### config.mk
export PLATFORM = sky130hd
export DESIGN_NAME = sipo_collect
export DESIGN_NICKNAME = d
export VERILOG_FILES = /design/src/rtl/sipo_pkg.sv /design/src/rtl/sipo_frame_cnt.sv /design/src/rtl/sipo_collect.sv
export SDC_FILE = /design/constraint.sdc
export NUM_CORES = 1
export LEC_CHECK = 0
export ABC_AREA = 0
export CAP_MARGIN = 20
export CORE_MARGIN = 2
export CORE_UTILIZATION = 25
export CTS_BUF_LIST = sky130_fd_sc_hd__clkbuf_16
export CTS_CLUSTER_DIAMETER = 150
export CTS_CLUSTER_SIZE = 20
export DETAILED_ROUTE_END_ITERATION = 8
export HOLD_SLACK_MARGIN = 0.05
export SLEW_MARGIN = 20
export SYNTH_ARGS = -nofsm -noshare
export SYNTH_HDL_FRONTEND = slang
export SYNTH_HIERARCHICAL = 1
export SYNTH_SLANG_ARGS = --single-unit
### constraint.sdc
create_clock -name clk -period 1.9 [get_ports clk]
set_clock_uncertainty 0.2 [all_clocks]
set_input_delay 0.38 -clock clk [delete_from_list [all_inputs] [get_ports clk]]
set_output_delay 0.38 -clock clk [all_outputs]
set_load 0.01 [all_outputs]
### src/rtl/sipo_pkg.sv
// Shared constants and sizing helper for the serial-in/parallel-out frame collector.
package sipo_pkg;
  localparam int N_DEF     = 4;
  localparam int WIDTH_DEF = 1;

  // Counter width for a 0..n-1 slice counter; never narrower than one bit.
  function automatic int cnt_w(input int n);
    return (n > 1) ? $clog2(n) : 1;
  endfunction
endpackage

### src/rtl/sipo_frame_cnt.sv
// Slice position counter within a frame; wraps N-1 -> 0 and flags the last slice.
module sipo_frame_cnt
  import sipo_pkg::*;
#(
  parameter int  N  = N_DEF,
  localparam int CW = cnt_w(N)
) (
  input  logic          clk,
  input  logic          rstn,
  input  logic          inc,
  input  logic          clr,
  output logic [CW-1:0] cnt,
  output logic          last
);

  logic [CW-1:0] cnt_d, cnt_q;

  assign last = (cnt_q == CW'(N - 1));
  assign cnt  = cnt_q;

  // A realign with a concurrent sample counts that sample as slice 0.
  always_comb begin
    cnt_d = cnt_q;
    if (clr)      cnt_d = inc ? CW'(1) : '0;
    else if (inc) cnt_d = last ? '0 : cnt_q + CW'(1);
  end

  always_ff @(posedge clk or negedge rstn) begin
    if (!rstn) cnt_q <= '0;
    else       cnt_q <= cnt_d;
  end

endmodule

### src/rtl/sipo_collect.sv
// Collects N serial slices into a registered frame with a valid/ready output.
// Optional sticky overflow flag when SIPO_COLLECT_OVF_EN is defined.
module sipo_collect
  import sipo_pkg::*;
#(
  parameter int N     = N_DEF,
  parameter int WIDTH = WIDTH_DEF
) (
  input  logic               clk,
  input  logic               rstn,
  input  logic               en,
  input  logic [WIDTH-1:0]   si,
  input  logic               sync,
  output logic [N*WIDTH-1:0] dout,
  output logic               dvalid,
  input  logic               dready
`ifdef SIPO_COLLECT_OVF_EN
  ,
  output logic               ovf,
  input  logic               ovf_clr
`endif
);

  localparam int CW = cnt_w(N);

  logic [N-1:0][WIDTH-1:0] sr_d, sr_q;
  logic [N-1:0][WIDTH-1:0] dout_d, dout_q;
  logic                    dvalid_d, dvalid_q;
  logic [CW-1:0]           cnt;
  logic                    last;
  logic                    frame_done;
  logic                    load;

  sipo_frame_cnt #(.N(N)) u_cnt (
    .clk  (clk),
    .rstn (rstn),
    .inc  (en),
    .clr  (sync),
    .cnt  (cnt),
    .last (last)
  );

  // Realign wins over completion, so a sync edge never emits a frame.
  assign frame_done = en & last & ~sync;
  assign load       = frame_done & (~dvalid_q | dready);

  always_comb begin
    sr_d     = sr_q;
    dout_d   = dout_q;
    dvalid_d = dvalid_q;
    if (en) sr_d = {si, sr_q[N-1:1]};
    if (load) begin
      dout_d   = {si, sr_q[N-1:1]};
      dvalid_d = 1'b1;
    end else if (dvalid_q && dready) begin
      dvalid_d = 1'b0;
    end
  end

  always_ff @(posedge clk or negedge rstn) begin
    if (!rstn) begin
      sr_q     <= '0;
      dout_q   <= '0;
      dvalid_q <= 1'b0;
    end else begin
      sr_q     <= sr_d;
      dout_q   <= dout_d;
      dvalid_q <= dvalid_d;
    end
  end

  assign dout   = dout_q;
  assign dvalid = dvalid_q;

`ifdef SIPO_COLLECT_OVF_EN
  logic ovf_d, ovf_q;

  always_comb begin
    ovf_d = ovf_q;
    if (frame_done && dvalid_q && !dready) ovf_d = 1'b1;
    else if (ovf_clr)                      ovf_d = 1'b0;
  end

  always_ff @(posedge clk or negedge rstn) begin
    if (!rstn) ovf_q <= 1'b0;
    else       ovf_q <= ovf_d;
  end

  assign ovf = ovf_q;
`endif

  logic unused_cnt;
  assign unused_cnt = ^cnt;

endmodule

======== Word-level counts from Yosys, hierarchy flattened ========
Index checks and enable logic that the tools add are counted.
cells by class
  add/sub/neg operators ................... 1
  eq/ne operators ......................... 1
  mux-type cells .......................... 6
  bitwise operators ....................... 6
  reductions and logical operators ........ 3
operator list
  cell                                                            count
  2-bit two-way mux                                               3
  2-bit nonzero test                                              2
  1-bit bitwise AND                                               3
  1-bit two-way mux                                               3
  2-bit by 1-bit adder with 2-bit output (second input constant)  1
  2-bit equality test (second input constant)                     1
  1-bit inverter                                                  2
  1-bit logical AND                                               1
  1-bit bitwise OR                                                1
storage, ports and cells
  register bits after elaboration ......... 10
  input bits .............................. 6
  logic and storage cells ................. 26

======== Logic depth before layout (Yosys ltp) ========
  depth in word-level cells ............... 5
  gate-level depth with buffers ........... 4

======== Modules after synthesis ========
Netlist, hierarchy kept.
modules (own cells, without submodules)
  module          instances  cells an instance  area each (sq um)  seq. area each (sq um)
  sipo_collect    1          20                 319.1              200.2
  sipo_frame_cnt  1          8                  98.8               50.0

======== Worst setup path after synthesis ========
OpenSTA, ideal clock, no wires.
  path type ............................... reg-to-reg
  from .................................... register u_cnt.cnt_q[0], in the netlist u_cnt/cnt[0]
  to ...................................... register dout_q, in the netlist dout[0]
  data arrival time ....................... 1.101 ns
  data required time ...................... 1.572 ns
  path slack .............................. 0.471 ns
  cell stages (with the launch flop) ...... 5
  buffers on the path ..................... 0
  clock period less this slack ............ 1.429 ns
  cell sequence ........................... dfrtp_1 -> ha_1 -> nand3b_2 -> a21oi_4 -> mux2_1
between the ends
  word-level cells in the longest chain between the ends .. 4
RTL lines
  item                            RTL line              source
  start, declared                 sipo_frame_cnt.sv:16  logic [CW-1:0] cnt_d, cnt_q;
  start signal, assigned          sipo_frame_cnt.sv:30  else cnt_q <= cnt_d;
  2-bit equality test             sipo_frame_cnt.sv:18  assign last = (cnt_q == CW'(N - 1));
  via last                        sipo_collect.sv:30    logic last;
  1-bit bitwise AND (2 in a row)  sipo_collect.sv:44    assign frame_done = en & last & ~sync;
  1-bit bitwise AND               sipo_collect.sv:45    assign load = frame_done & (~dvalid_q | dready);
  end signal, assigned            sipo_collect.sv:67    dout_q <= dout_d;
  end, declared                   sipo_collect.sv:27    logic [N-1:0][WIDTH-1:0] dout_d, dout_q;
The timed path passes the listed nets, and every way through them passes these cells.
A chain may end at the register's enable or synchronous reset.

======== Worst setup path after layout ========
  from .................................... register dvalid_q, in the netlist dvalid
  to ...................................... output dvalid
RTL lines
  item                    RTL line            source
  start, declared         sipo_collect.sv:28  logic dvalid_d, dvalid_q;
  start signal, assigned  sipo_collect.sv:68  dvalid_q <= dvalid_d;
  end, declared           sipo_collect.sv:15  output logic dvalid,
No word-level cell between the ends.

==> impl_results.md <==
* Vias at 274
* CTS Buffer Depth at 2
* Crit-path max FO at 3
* ANT nets after route at 0
* Achievable frequency at 564 MHz
* Setup crit end kind: primary output
* H-Tree Depth at 1
* Max incr delay on CP at 0.56 ns
* WP data arrival at 1.19 ns
* GRT overflow at 0
* Initial antenna violation count at 0
* Area of the core at 1540 sq um
* DP HPWL at 540 microns
* Pwr Density at 1280 nW/um^2
* CTS Buf Count at 3
* M3 GR Usage at 4.00%
* Final core utilization at 41.0%
* Setup Total Neg Slack at 0 ns
* Final Total Pwr at 809 uW
* Net Sw Frac at 21.5%
* Internal power at 635 uW
* Die area at 2010 sq um
* Hold Path Class: input port to asynchronous set/reset pin
* Worst-path cell chain: clkdlybuf4s50_1
* Global placement routability congestion at 0.635
* Ports at 11
* GRT met2 Usage at 13.0%
* Worst Path Buf+Inv at 1
* Filler cells at 144
* Drt initial violations at 1
* Post-synth top area share at 59.9%
* Post-CTS setup buffer count at 0
* Design Area, Final at 632 sq um
* Hold Buf Count CTS at 0
* Largest net degree at the start of global routing at 11
* Root buffer cell: clkbuf_16
* Post-synth top area cell: dfrtp_1
* Crit share post-route at 93.2%
* VDD IR-drop max at 0.469 mV
* Worst slew pin tran at 0.450 ns
* Final #Nets at 52
* Max_cap viols at 0
* Vias in the first global route at 311
* Vias per Instance at 4.57
* Starting density of the core at 27.1%
* Crit-path slowest cell: clkdlybuf4s50_1
* CP Launch Type: flop
* Area Overhead vs Synth at 51.2%
* Final min period at 1.77 ns
* Post-CTS sizing at 0
* Synth top area cells: dfrtp_1 (60%), mux2_1 (11%), mux2_2 (8.1%), a21oi_4 (3.9%), ha_1 (3.0%)
* Total Routing Usage GR at 9.55%
* Gate power share at 18.9%
* Ant diodes at 0
* WL final at 753 microns
* Critical path's top delay family: buffers and inverters
* Share of cells above drive strength 1 at 22.7%
* Gr busiest metal: met2
* FF+latch area at 250 sq um
* TritonCTS clock tree: yes
* Net Switching at 174 uW
* Kind of critical path: flop to primary output
* Die H at 44.9 microns
* Later-pin clock latency in the skew report at 0.24 ns
* Num rows at 14
* Status: completed
* Dpl cell area at 553 sq um
* Synthesized cell area at 418 sq um
* Max-slew violation count at 0
* First-pass GRT wire length at 1260 microns
* GR Util met1 at 10.4%
* Area of the multi-input gates at 160 sq um
* DRC Markers at 0
* Clk sinks at 10
* Mapped Nets at 35
* Clock Power Share at 45.8%
* Synth warn at 6
* Sequential share of power at 35.3%
* Worst EP required at 1.32 ns
* Mapped Cells at 28
* Die Width at 44.9 microns
* RSZ-0062 raised after global routing: no
* Wire per inst at 12.6 microns
* Distinct cells, synth at 13
* Router iterations before antenna repair at 2
* Clock-pin slew on the worst setup and hold paths at 0.04 ns
* Sequential fraction of the synthesis area at 59.9%
* Endpoints failing setup at 0
* Buffers on Ports at 10
* Syn avg cell area at 14.9 sq um
* #FFs+latches synth at 10
* Leakage power at 0.290 nW
* Relative slew slack at 69.9%
* Final Hold Fails at 0
==> power groups by stage <==
| stage | Clock, mW | Combinational, mW | Sequential [mW] |
|---|---|---|---|
| floorplan | 0 | 0.0444 | 0.300 |
| global placement | 0 | 0.152 | 0.288 |
| detailed placement | 0 | 0.155 | 0.289 |
| CTS | 0.383 | 0.156 | 0.287 |
| global route | 0.390 | 0.163 | 0.293 |
| finish | 0.370 | 0.153 | 0.286 |
==> layout by cell type, fill, tap and decap left out, types with 2 or more instances in the layout <==
cell	n
dfrtp_1	10
clkdlybuf4s50_1	10
mux2_1	4
mux2_2	3
clkbuf_16	3
inv_1	2
buf_4	2
==> metal layers <==
layer	vias to the layer above	wire length, microns
met3	3	74
met4	0	30
li1	129	-
met2	12	329
met5	-	0
met1	130	319
==> sequential cells by signal, indices dropped and copies added (netlist names) <==
signal     flops
dvalid         1
sr_q           3
dout           4
u_cnt/cnt      2
==> worst paths after layout <==
kind | cells after the start | from | slack (ns) | end
max | 1 | dvalid$_DFFE_PN0P_ | 0.13 | dvalid
min | 1 | rstn | 0.26 | dout[0]$_DFFE_PN0P_
max reg2reg | 4 | u_cnt/cnt[0]$_DFFE_PN0P_ | 0.39 | dout[3]$_DFFE_PN0P_
min reg2reg | 1 | dout[1]$_DFFE_PN0P_ | 0.28 | dout[1]$_DFFE_PN0P_
max in group asynchronous | 1 | rstn | 0.93 | u_cnt/cnt[0]$_DFFE_PN0P_
min in group clk | 1 | dout[1]$_DFFE_PN0P_ | 0.28 | dout[1]$_DFFE_PN0P_
==> stage by stage <==
stage          hold WS, ns  setup slack (ns)  cells
3_3_place_gp         0.275            0.0232     56
3_5_place_dp         0.278          -0.00296     56
5_1_grt              0.300            0.0897     60
4_1_cts              0.276             0.119     60
2_1_floorplan       -0.116             0.471     28
6_report             0.262             0.129     60
==> synthesized netlist by cell type <==
cell type  instances
a21o_1             1
a21oi_4            1
dfrtp_1           10
ha_1               1
inv_1              2
mux2_1             4
mux2_2             3
mux2i_1            1
nand3b_2           1
nor2_1             1
nor3b_1            1
o21ai_0            1
o21bai_1           1
==> final cells by class <==
class,count,share of cell area (%)
clock inverter,1,0.594
tap,16,3.17
inverter,2,1.19
multi-input combinational,16,25.3
sequential,10,39.6
timing repair buffer,12,18.2
clock buffer,3,11.9
==> logic make-up (layout without fill, tap and decap cells) <==
logic type,count (synthesis),count (layout),share of synthesized area [%]
AOI/OAI and AO/OA,4,4,8.68
adders and majority gates,1,1,2.99
buffers and inverters,2,18,1.80
and+or+nand+nor,3,3,5.39
muxes,8,8,21.3
DFF,10,10,59.9
(Power assumes the default switching activity.)
